**src/rtl/snake_pkg.sv**
```systemverilog
// Shared definitions for the snake display path.
//   obj_code_t      : cell object encoding produced by frame_tracker
//   COLOUR_*        : RGB565 fill colour per object
//   CMD_*           : LCD controller opcodes used for window setup and RAM write
//   painter_state_t : cell_painter sequencer states
//   colour_lut()    : object code -> RGB565 fill colour (undefined codes -> background)
`timescale 1ns/1ps
package snake_pkg;

   typedef enum logic [2:0] {
      OBJ_EMPTY  = 3'd0,
      OBJ_HEAD   = 3'd1,
      OBJ_BODY   = 3'd2,
      OBJ_APPLE  = 3'd3,
      OBJ_BORDER = 3'd4
   } obj_code_t;

   localparam logic [15:0] COLOUR_BG     = 16'h0000;
   localparam logic [15:0] COLOUR_HEAD   = 16'h07E0;
   localparam logic [15:0] COLOUR_BODY   = 16'h03E0;
   localparam logic [15:0] COLOUR_APPLE  = 16'hF800;
   localparam logic [15:0] COLOUR_BORDER = 16'hFFFF;

   localparam logic [7:0] CMD_CASET = 8'h2A;
   localparam logic [7:0] CMD_PASET = 8'h2B;
   localparam logic [7:0] CMD_RAMWR = 8'h2C;

   typedef enum logic [1:0] {
      IDLE = 2'd0,
      LOAD = 2'd1,
      HDR  = 2'd2,
      PIX  = 2'd3
   } painter_state_t;

   function automatic logic [15:0] colour_lut(input logic [2:0] code);
      logic [15:0] colour;
      case (obj_code_t'(code))
         OBJ_HEAD:   colour = COLOUR_HEAD;
         OBJ_BODY:   colour = COLOUR_BODY;
         OBJ_APPLE:  colour = COLOUR_APPLE;
         OBJ_BORDER: colour = COLOUR_BORDER;
         default:    colour = COLOUR_BG;
      endcase
      return colour;
   endfunction

endpackage

```
**src/rtl/cell_fifo.sv**
```systemverilog
// Synchronous FIFO holding queued cells.
//   clk, nrst : clock, asynchronous active-low reset
//   push, din : write request and data (ignored when full unless a pop happens the same edge)
//   pop       : read request (ignored when empty); dout always shows the head entry
//   full, empty, count : occupancy status
`timescale 1ns/1ps
module cell_fifo #(
   parameter int unsigned WIDTH = 11,
   parameter int unsigned DEPTH = 8
) (
   input  logic                     clk,
   input  logic                     nrst,
   input  logic                     push,
   input  logic [WIDTH-1:0]         din,
   input  logic                     pop,
   output logic [WIDTH-1:0]         dout,
   output logic                     full,
   output logic                     empty,
   output logic [$clog2(DEPTH):0]   count
);

   localparam int unsigned AW = $clog2(DEPTH);
   localparam logic [AW:0] FULL_COUNT = (AW+1)'(DEPTH);

   logic [WIDTH-1:0] mem [DEPTH];
   logic [AW-1:0]    wr_ptr;
   logic [AW-1:0]    rd_ptr;
   logic             do_push;
   logic             do_pop;

   assign full    = (count == FULL_COUNT);
   assign empty   = (count == '0);
   assign do_pop  = pop && !empty;
   // A full FIFO still takes a write when the head leaves on the same edge.
   assign do_push = push && (!full || do_pop);
   assign dout    = mem[rd_ptr];

   always_ff @(posedge clk or negedge nrst) begin
      if (!nrst) begin
         wr_ptr <= '0;
         rd_ptr <= '0;
         count  <= '0;
      end else begin
         if (do_push) wr_ptr <= wr_ptr + AW'(1);
         if (do_pop)  rd_ptr <= rd_ptr + AW'(1);
         case ({do_push, do_pop})
            2'b10:   count <= count + (AW+1)'(1);
            2'b01:   count <= count - (AW+1)'(1);
            default: count <= count;
         endcase
      end
   end

   always_ff @(posedge clk) begin
      if (do_push) mem[wr_ptr] <= din;
   end

endmodule

```
**src/rtl/cell_painter.sv**
```systemverilog
// Queues changed cells from frame_tracker and redraws each as a CELL_W x CELL_H block
// on the LCD bus: CASET xs,xe / PASET ys,ye / RAMWR followed by CELL_W*CELL_H colour words.
//   clk, nrst                  : clock, asynchronous active-low reset
//   enable, x, y, obj_code, diff : cell stream; a cell is queued when enable & diff
//   wr_valid, wr_ready         : bus word handshake (word taken when both high at posedge)
//   wr_dc, wr_data             : 0 = command (opcode in low byte), 1 = data word
//   busy                       : cells queued or a redraw in progress
//   overflow                   : sticky, a changed cell was dropped on a full queue
`timescale 1ns/1ps
module cell_painter
   import snake_pkg::*;
#(
   parameter int unsigned CELL_W     = 20,
   parameter int unsigned CELL_H     = 20,
   parameter int unsigned FIFO_DEPTH = 8
) (
   input  logic        clk,
   input  logic        nrst,
   input  logic        enable,
   input  logic [3:0]  x,
   input  logic [3:0]  y,
   input  logic [2:0]  obj_code,
   input  logic        diff,
   output logic        wr_valid,
   input  logic        wr_ready,
   output logic        wr_dc,
   output logic [15:0] wr_data,
   output logic        busy,
   output logic        overflow
);

   localparam int unsigned NPIX = CELL_W * CELL_H;
   localparam int unsigned PCW  = $clog2(NPIX + 1);

   painter_state_t state, state_next;

   logic                          push_req;
   logic                          fifo_pop;
   logic [10:0]                   fifo_dout;
   logic                          fifo_full;
   logic                          fifo_empty;
   logic [$clog2(FIFO_DEPTH):0]   fifo_count;

   logic [3:0]  head_x;
   logic [3:0]  head_y;
   logic [2:0]  head_code;
   logic [15:0] head_xs;
   logic [15:0] head_ys;

   logic [15:0]    xs, xe, ys, ye, colour;
   logic [2:0]     step;
   logic [2:0]     step_inc;
   logic [PCW-1:0] pix_cnt;
   logic           accept;
   logic           last_step;
   logic           last_pix;
   logic           hdr_dc;
   logic [15:0]    hdr_data;

   assign push_req = enable && diff;

   cell_fifo #(
      .WIDTH (11),
      .DEPTH (FIFO_DEPTH)
   ) u_fifo (
      .clk   (clk),
      .nrst  (nrst),
      .push  (push_req),
      .din   ({x, y, obj_code}),
      .pop   (fifo_pop),
      .dout  (fifo_dout),
      .full  (fifo_full),
      .empty (fifo_empty),
      .count (fifo_count)
   );

   assign head_x    = fifo_dout[10:7];
   assign head_y    = fifo_dout[6:3];
   assign head_code = fifo_dout[2:0];
   assign head_xs   = 16'(head_x) * 16'(CELL_W);
   assign head_ys   = 16'(head_y) * 16'(CELL_H);

   assign accept    = wr_valid && wr_ready;
   assign last_step = (step == 3'd6);
   assign last_pix  = (pix_cnt == PCW'(NPIX - 1));
   assign busy      = (fifo_count != '0) || (state != IDLE);

   always_ff @(posedge clk or negedge nrst) begin
      if (!nrst) state <= IDLE;
      else       state <= state_next;
   end

   always_comb begin
      state_next = state;
      fifo_pop   = 1'b0;
      case (state)
         IDLE: if (!fifo_empty) state_next = LOAD;
         LOAD: begin
            fifo_pop   = 1'b1;
            state_next = HDR;
         end
         HDR:  if (accept && last_step) state_next = PIX;
         PIX:  if (accept && last_pix) state_next = fifo_empty ? IDLE : LOAD;
         default: state_next = IDLE;
      endcase
   end

   // Header word that follows the current step once it is accepted.
   always_comb begin
      step_inc = step + 3'd1;
      hdr_dc   = 1'b0;
      hdr_data = {8'h00, CMD_CASET};
      case (step_inc)
         3'd1: begin hdr_dc = 1'b1; hdr_data = xs; end
         3'd2: begin hdr_dc = 1'b1; hdr_data = xe; end
         3'd3: begin hdr_dc = 1'b0; hdr_data = {8'h00, CMD_PASET}; end
         3'd4: begin hdr_dc = 1'b1; hdr_data = ys; end
         3'd5: begin hdr_dc = 1'b1; hdr_data = ye; end
         3'd6: begin hdr_dc = 1'b0; hdr_data = {8'h00, CMD_RAMWR}; end
         default: ;
      endcase
   end

   always_ff @(posedge clk or negedge nrst) begin
      if (!nrst) overflow <= 1'b0;
      else if (push_req && fifo_full && !fifo_pop) overflow <= 1'b1;
   end

   // When a cell ends with more queued, CASET is already presented during LOAD so
   // wr_valid stays high; if that word is taken in LOAD, xs comes straight from the
   // FIFO head because the coordinate registers are only being loaded on that edge.
   always_ff @(posedge clk or negedge nrst) begin
      if (!nrst) begin
         wr_valid <= 1'b0;
         wr_dc    <= 1'b0;
         wr_data  <= '0;
         step     <= '0;
         pix_cnt  <= '0;
         xs       <= '0;
         xe       <= '0;
         ys       <= '0;
         ye       <= '0;
         colour   <= '0;
      end else begin
         case (state)
            LOAD: begin
               xs     <= head_xs;
               xe     <= head_xs + 16'(CELL_W - 1);
               ys     <= head_ys;
               ye     <= head_ys + 16'(CELL_H - 1);
               colour <= colour_lut(head_code);
               if (accept) begin
                  step     <= 3'd1;
                  wr_valid <= 1'b1;
                  wr_dc    <= 1'b1;
                  wr_data  <= head_xs;
               end else if (!wr_valid) begin
                  step     <= '0;
                  wr_valid <= 1'b1;
                  wr_dc    <= 1'b0;
                  wr_data  <= {8'h00, CMD_CASET};
               end
            end
            HDR: begin
               if (accept) begin
                  if (last_step) begin
                     pix_cnt <= '0;
                     wr_dc   <= 1'b1;
                     wr_data <= colour;
                  end else begin
                     step    <= step_inc;
                     wr_dc   <= hdr_dc;
                     wr_data <= hdr_data;
                  end
               end
            end
            PIX: begin
               if (accept) begin
                  if (last_pix) begin
                     step <= '0;
                     if (!fifo_empty) begin
                        wr_valid <= 1'b1;
                        wr_dc    <= 1'b0;
                        wr_data  <= {8'h00, CMD_CASET};
                     end else begin
                        wr_valid <= 1'b0;
                        wr_dc    <= 1'b0;
                        wr_data  <= '0;
                     end
                  end else begin
                     pix_cnt <= pix_cnt + PCW'(1);
                  end
               end
            end
            default: ;
         endcase
      end
   end

endmodule
```
**config.mk**
```make
export PLATFORM = sky130hd
export DESIGN_NAME = cell_painter
export DESIGN_NICKNAME = d
export VERILOG_FILES = /design/src/rtl/snake_pkg.sv /design/src/rtl/cell_fifo.sv /design/src/rtl/cell_painter.sv
export SDC_FILE = /design/constraint.sdc
export NUM_CORES = 1
export LEC_CHECK = 0
export BUFFER_PORTS_ARGS = -buffer_cell sky130_fd_sc_hd__buf_2
export CORE_ASPECT_RATIO = 0.5
export CORE_MARGIN = 2
export CORE_UTILIZATION = 42
export DETAILED_ROUTE_END_ITERATION = 8
export GPL_TIMING_DRIVEN = 0
export SLEW_MARGIN = 20
export SYNTH_ARGS = -nofsm -noshare
export SYNTH_HDL_FRONTEND = slang
export SYNTH_SLANG_ARGS = --single-unit
```
**constraint.sdc**
```tcl
create_clock -name clk -period 8.6 [get_ports clk]
set_input_delay 0.86 -clock clk [delete_from_list [all_inputs] [get_ports clk]]
set_output_delay 0.86 -clock clk [all_outputs]
set_load 0.005 [all_outputs]
```
======== Yosys cells after proc, flatten, opt, wreduce, memory -nomap -nowiden ========
Memories as Yosys holds them, arrays and structs flattened.
Cells that the tools add are included.
operators by class
  multipliers ............................. 2
  equal/unequal tests ..................... 28
  muxes and demuxes ....................... 43
  add/sub/neg operators ................... 8
  reductions and logical operators ........ 27
operators with widths
  cell                                                                count
  16-bit 2-to-1 mux                                                   6
  16-bit one-hot mux with 6 select lines                              1
  16-bit one-hot mux with 4 select lines                              1
  16-bit one-hot mux with 3 select lines                              1
  9-bit 2-to-1 mux                                                    4
  9-bit by 5-bit adder with 10-bit output, second input constant      2
  3-bit 2-to-1 mux                                                    6
  2-bit inequality test, second input constant                        9
  9-bit one-hot mux with 2 select lines                               1
  3-bit == test, second input constant                                5
  4-bit by 3-bit multiplier with 7-bit output, second input constant  2
  1-bit 2-to-1 mux                                                    14
  3-bit by 2-bit == test with 1-bit output, second input constant     4
  5-bit AND reduction                                                 2
  3-bit by 1-bit adder with 3-bit output, second input constant       3
  9-bit by 1-bit adder with 9-bit output, second input constant       1
  9-bit == test, second input constant                                1
  3-bit one-hot mux with 3 select lines                               1
  1-bit logical AND                                                   8
  2-bit one-hot mux with 4 select lines                               1
  4-bit one-hot mux with 2 select lines                               1
  2-bit nonzero test                                                  4
  2-bit == test, second input constant                                3
  3-bit by 1-bit == test with 1-bit output, second input constant     2
  other kinds (18)                                                    25
storage, ports and cells
  memories kept ........................... 1
  input port bits ......................... 16
  bits in writable memories ............... 88
  output and inout bits ................... 20
  logic and storage cells ................. 124
  register bits ........................... 105
memory list
  name        words  width  read ports  clocked after Yosys merged registers in  wr ports  RTL line         text
  u_fifo.mem  8      11     1           0                                        1         cell_fifo.sv:25  logic [WIDTH-1:0] mem [DEPTH];

======== Logic depth before layout (Yosys ltp) ========
Gate-level depths: netlist of the first run.
  word-level depth ........................ 7
  depth in mapped cells ................... 14

======== Modules after synthesis ========
Synthesis of the first run repeated with hierarchy kept, for this count alone.
unflattened totals
  cell total of the unflattened synthesis .. 586
  area, all modules ....................... 7,807.5 µm²
modules (own cells, without submodules)
  module        cells an instance  area an instance (µm²)  times used
  cell_fifo     198                4,080.2                 1
  cell_painter  388                3,727.3                 1

======== Worst setup path before layout of the first run ========
Ideal clock, no wire load.
  kind .................................... register to register
  start point ............................. reg u_fifo.rd_ptr[0]
  end point ............................... reg xe[7]
  period minus slack after synthesis ...... 3.292 ns
  cell stages (with the launch flop) ...... 14
  data required time ...................... 8.475 ns
  data arrival time ....................... 3.167 ns
  path slack .............................. 5.308 ns
  path through ............................ dfrtp_1 -> buf_4 -> buf_4 -> mux4_2 -> nand2_1 -> and2_1 -> inv_1 -> ha_1 -> ha_1 -> inv_1 -> fa_1 -> nor2_1 -> xnor3_1 -> mux2_2
between the ends
  word-level cells in the longest chain between the ends .. 3
ends and longest elaborated chain
  element                                      RTL line             text
  from (decl)                                  cell_fifo.sv:27      logic [AW-1:0] rd_ptr;
  from (signal assigned)                       cell_fifo.sv:45      if (do_pop) rd_ptr <= rd_ptr + AW'(1);
  memory 8 x 11 bit                            --
  4-bit by 3-bit multiplier with 7-bit output  cell_painter.sv:80   assign head_xs = 16'(head_x) * 16'(CELL_W);
  9-bit by 5-bit adder with 10-bit output      cell_painter.sv:148  xe <= head_xs + 16'(CELL_W - 1);
  to (signal assigned)                         cell_painter.sv:148
  to (decl)                                    cell_painter.sv:50   logic [15:0] xs, xe, ys, ye, colour;
No other way between the ends.
A chain may end at the register's enable or synchronous reset.

======== Final worst setup path of the first run ========
  start point ............................. reg u_fifo.rd_ptr[1]
  end point ............................... reg xe[7]
Same word-level chain as after synthesis.

==> impl_metrics.yaml, run 1 <==
outcome:
  run_status: "complete, no violations"
cells_and_area:
  finalInstanceArea_mm2: 0.00866
  instances_no_fill: 869
  nets: 666
  drive_gt1_share_pct: 23.3
  antenna_cells: 0
  area_growth_pct: 16.3
logic_synthesis:
  synth_seq_area_share_pct: 59.0
  avgSynthCellArea_um2: 13.3
  synth-main-ff-cell: "edfxtp_1"
  ys_top_cells_by_area: "edfxtp_1, dfrtp_1, mux4_2"
  ys_warn_count: 0
  synth.ff_latch_count: 158
  synth_edf_count: 88
  yosysTopAreaCell: "edfxtp_1"
  yosys.cell_types.count: 67
  async_reset_ff_share_pct: 44.3
  netlist.area_leader.share_pct: 35.5
  syn_inst: 560
  netlist_area_mm2: 0.00744
  synth_nets: 604
sta:
  setup_viol: 0
  relSlewSlack_pct: 39.7
  hold_slack_ps: 367
  report.final.slew_viol_count: 0
  grt_setup_unrepaired: "false"
  tns_ps: 0
  worst_slew_pin_slew_ps: 898
  fin_worst_skew_ps: 13.1
  fmax_ghz: 0.263
  hold_viol: 0
  final.min_clock_period_ps: 3810
  fin_crit_sh_pct: 44.2
critical_path:
  cp_data_required_time_ps: 8920
  path_class: "reg -> reg"
  r2r_cells: 13
  cp-end-kind: "flip-flop"
  crit_fanout: 10
  cp-start-kind: "flip-flop"
  arrival_ps: 4130
floorplanning:
  rows: 34
  ios: 36
  core_mm2: 0.0174
  die_area_mm2: 0.0189
  die_w_um: 192
  initial_core_util_pct: 42.9
  chipHeight_um: 98.1
routing:
  num_vias: 4796
  postRouteWirelength_mm: 16.2
  drtIter0Drc: 326
  antenna_left: 0
  avgRoutedWirePerCell_um: 18.7
  viasPerCell: 5.52
  drt_pre_antenna_iters: 5
  drc: 0
cts:
  cts_max_path_buffers: 2
  clkLatencyLatePin_ps: 430
  cts_buffers: 17
  tritoncts: "done"
  post_cts.repair.setup_buffers: 0
  h-tree-depth: 4
  cts_hold_buf: 0
  cts_resized: 0
  cts_root_buf: "clkbuf_16"
  clkSlewWorstSetupHoldPaths_ps: 70
  cts.sinks: 158
placement:
  portBuffers: 35
  place_congestion: 0.798
  postPlaceCellArea_mm2: 0.00803
  place_hpwl_mm: 11.4
  placed_cells: 837
global_route:
  grt_max_degree: 39
  antenna_found_initial: 1
  grt_usage_pct: 18.5
  grt_pass1_wl_mm: 26.2
  grt_pass1_vias: 4637
  grt_overflow: 0
power:
  peakVddDrop_uv: 155
  powerDensity_mw_per_mm2: 401
  p_leak_nw: 3.37
flow_run:
  drv_cap: 0
hold_path:
  hold_path_class: "in -> async"
-- cells by family after synthesis --
kind of cell,share of synthesized area (%)
flops,59.0
simple gates,10.2
compound gates,9.05
buf+inv,3.09
mux,10.7
fa+ha+maj,4.91
xor+xnor,3.01
-- through the flow --
stage | util [%] | power (mW) | setup WS [ps]
5_1_grt | 49.9 | 3.72 | 4550
6_report | 49.9 | 3.47 | 4790
2_1_floorplan | - | 2.25 | 5310
4_1_cts | 49.9 | 3.49 | 4790
3_3_place_gp | 45.6 | 2.64 | 4270
3_5_place_dp | 46.3 | 2.68 | 4800
-- worst max-delay path: stages (launching register included) --
cell     delay [ps]
dfrtp_1         440
buf_6           220
buf_1           560
mux4_2          410
nand2_1          80
and2_1          220
inv_1            90
ha_1            190
ha_1            190
inv_1            70
fa_1            520
nor2_1          210
xnor3_1         240
mux2_2          260
-- metal layers --
metal / global-route usage [%] / part of all wire (%)
met1: 27.2 / 50
met2: 27.1 / 44
met3: 4.49 / 4.8
met4: 5.99 / 1.1
met5: 0 / 0.099
-- worst paths after layout --
kind	start	end	slack, ps
max	u_fifo.rd_ptr[1]	xe[7]	4790
min	nrst	u_fifo.wr_ptr[2]	370
max reg2reg	u_fifo.rd_ptr[1]	xe[7]	4790
min reg2reg	wr_dc	wr_dc	470
max in group asynchronous	nrst	step[1]	7670
min in group clk	wr_dc	wr_dc	470
-- cell type report --
type,count,area [µm²]
plain buffers,32,163
clock buffers,18,429
clock inverters,14,196
fillers,1519,8700
inverters,18,67.6
multi-input cells,352,2850
flip-flops and latches,158,4390
well taps,234,293
repair buffers,43,263
-- flip-flops by register name, indices dropped and copies added (netlist names) --
name	flops
pix_cnt	9
u_fifo.mem	88
colour	4
u_fifo.rd_ptr	3
u_fifo.count	4
wr_dc	1
u_fifo.wr_ptr	3
wr_valid	1
state	2
xs	7
overflow	1
wr_data	12
xe	6
step	3
ye	7
ys	7
-- cell usage in the layout, fill, tap and decap left out, drive strengths merged, types with 21 or more instances in the layout --
master	synthesis	routed
buf	17	60
o21ai	24	24
inv	17	24
ha	26	26
nor2	34	34
edfxtp	88	88
mux4	21	21
nand2	49	49
dfrtp	70	70
clkbuf	15	33
-- report_power, final --
group          switching (mW)  leakage [nW]  total [mW]  internal [mW]
logic                   0.877          1.41        1.58          0.701
clock network           0.336         0.299       0.805          0.468
registers               0.116          1.65        1.09          0.973
-- synth_stat cells (all sizes together), types with 6 or more instances --
cell and instances:
mux2i 9, mux4 21, edfxtp 88, xor2 8
a221oi 8, inv 17, xnor2 15, buf 17
clkbuf 15, nand2b 6, nand2 49, nor3 13
o21ai 24, a21oi 20, dfrtp 70, nor2 34
ha 26, mux2 18, nand3 14
No activity file was read; power rests on OpenSTA's default activity.
==> run 2: changes to the inputs <==
Clock period 8.6 ns to 3.7 ns, I/O delays scaled along.
==> run 2 against run 1 <==
Compared with the run above:
- core utilization is 0.17 points higher
- maximum frequency up 9.9%
- combinational power up 130%
- power is 130% higher
- wire length fell by 0.41%
- critical path depth decreased by 2
- sequential power is 130% higher
- global-route usage hardly changed
- critical endpoint unchanged
- highest routed layer unchanged
==> impl_metrics.yaml, run 2 (synthesis results as in run 1) <==
outcome:
  run_status: "complete, no violations"
cells_and_area:
  mostFrequentLayoutCells: "edfxtp_1, dfrtp_1, nand2_1"
  top_regs: "u_fifo.mem (88), wr_data (12), pix_cnt (9)"
  drive_gt1_share_pct: 23.8
  n_fill_cell: 1512
  area_growth_pct: 16.7
  regMostFlops: "u_fifo.mem"
  multi_input_area_mm2: 0.00286
  antenna_cells: 0
  largest_reg_flops: 88
  instances_no_fill: 869
  nets: 666
  utilization_pct: 50.1
  regArea_mm2: 0.00440
  final_common_cell: "edfxtp_1"
cts:
  cts_buffers: 17
  cts.sinks: 158
  clkSlewWorstSetupHoldPaths_ps: 70
  post_cts.repair.setup_buffers: 0
  tritoncts: "done"
  cts_root_buf: "clkbuf_16"
  cts_max_path_buffers: 2
  h-tree-depth: 4
  clkLatencyLatePin_ps: 430
critical_path:
  cp-end-kind: "flip-flop"
  cp-start-kind: "flip-flop"
  cp.buffers_inverters: 3
  crit_fanout: 19
  cp_slowest_cell: "mux4_2"
  path_class: "reg -> reg"
  max_stage_delay_ps: 530
  crit_chain: "buf_8, mux4_2, mux2i_1, inv_1, ha_1, ha_1, inv_1, fa_2, nor2_2, xnor3_1, mux2_2"
  worstReg2RegStart: "u_fifo.rd_ptr[1]"
  cp_data_required_time_ps: 4020
  arrival_ps: 3780
  cp-startpoint: "u_fifo.rd_ptr[1]"
  cp_top_family: "adder cells"
floorplanning:
  die_w_um: 192
  ios: 36
  core_mm2: 0.0174
  chipHeight_um: 98.1
  die_area_mm2: 0.0189
  rows: 34
  initial_core_util_pct: 42.9
sta:
  setup_viol: 0
  hold_slack_ps: 188
  fmax_ghz: 0.289
  tns_ps: 0
  hold_viol: 0
  report.final.slew_viol_count: 0
  relSlewSlack_pct: 39.9
  worst_slew_pin_slew_ps: 895
  fin_crit_sh_pct: 93.6
  fin_worst_skew_ps: 12.8
  final.min_clock_period_ps: 3460
  grt_setup_unrepaired: "false"
routing:
  antenna_left: 0
  drtIter0Drc: 283
  num_vias: 4753
  avgRoutedWirePerCell_um: 18.6
  drc: 0
  postRouteWirelength_mm: 16.2
  drt_pre_antenna_iters: 5
  viasPerCell: 5.47
hold_path:
  hold_path_class: "in -> reg"
  hp-start: "diff"
global_route:
  grt_pass1_wl_mm: 26.2
  grt_pass1_vias: 4632
  antenna_found_initial: 1
  grt_overflow: 0
  grt_usage_pct: 18.5
  grt_max_degree: 39
placement:
  portBuffers: 35
  place_hpwl_mm: 11.4
  placed_cells: 837
  place_congestion: 0.798
power:
  power_mw: 8.10
  powerDensity_mw_per_mm2: 933
  p_leak_nw: 3.37
  peakVddDrop_uv: 360
flow_run:
  drv_cap: 0
[run 2: layout make-up]
cell class / count / share of cell area, %
Clock buffer: 18 / 4.94
Buffer: 31 / 2.03
Inverter: 18 / 0.778
Sequential cell: 158 / 50.6
Multi-Input combinational cell: 352 / 32.9
Clock inverter: 14 / 2.26
Timing Repair Buffer: 44 / 3.14
Tap cell: 234 / 3.37
[run 2: repair_timing]
action	4_1_cts	5_1_grt
endpoints found under the setup margin	1	2
hold buffers	1	0
gates resized for setup	1	7
endpoints found under the hold margin	32	0
[run 2: path summary, 6_finish.rpt]
check | cells past startpoint | slack (ps) | to
max | 11 | 240 | xe[7]
min | 2 | 190 | overflow
max reg2reg | 11 | 240 | xe[7]
min reg2reg | 2 | 470 | wr_dc
max in group asynchronous | 3 | 2700 | step[1]
min in group asynchronous | 2 | 430 | u_fifo.wr_ptr[2]
[run 2: metrics by stage]
stage | cell area, µm² | setup slack, ps
after detailed placement | 8030 | -98.8
after CTS | 8670 | 7.16
after global placement | 7910 | -627
after floorplan | 7440 | 408
final | 8690 | 237
after global routing | 8690 | 17.4
[run 2: power breakdown]
group / total [mW] / leakage (nW) / internal (mW) / switching, mW
logic: 3.70 / 1.42 / 1.66 / 2.04
registers: 2.53 / 1.65 / 2.26 / 0.271
clock network: 1.87 / 0.299 / 1.09 / 0.779
total: 8.10 / 3.37 / 5.01 / 3.09
[run 2: worst register-to-register path: cells and delay by family (launching register included)]
kind	cells	cell delay, ps
adder cells (fa/ha/maj)	3	1020
multiplexers	3	1010
buffers and inverters	3	470
flip-flops	1	460
XOR/XNOR	1	220
AND/OR/NAND/NOR	1	170
[run 2: routing by layer]
metal / vias up / track usage [%] / part of all wire, %
met3: 19 / 4.49 / 4.6
met5: - / 0 / 0.099
met1: 2390 / 27.2 / 50
met2: 113 / 27.1 / 44
li1: 2229 / - / -
met4: 2 / 5.99 / 1.2
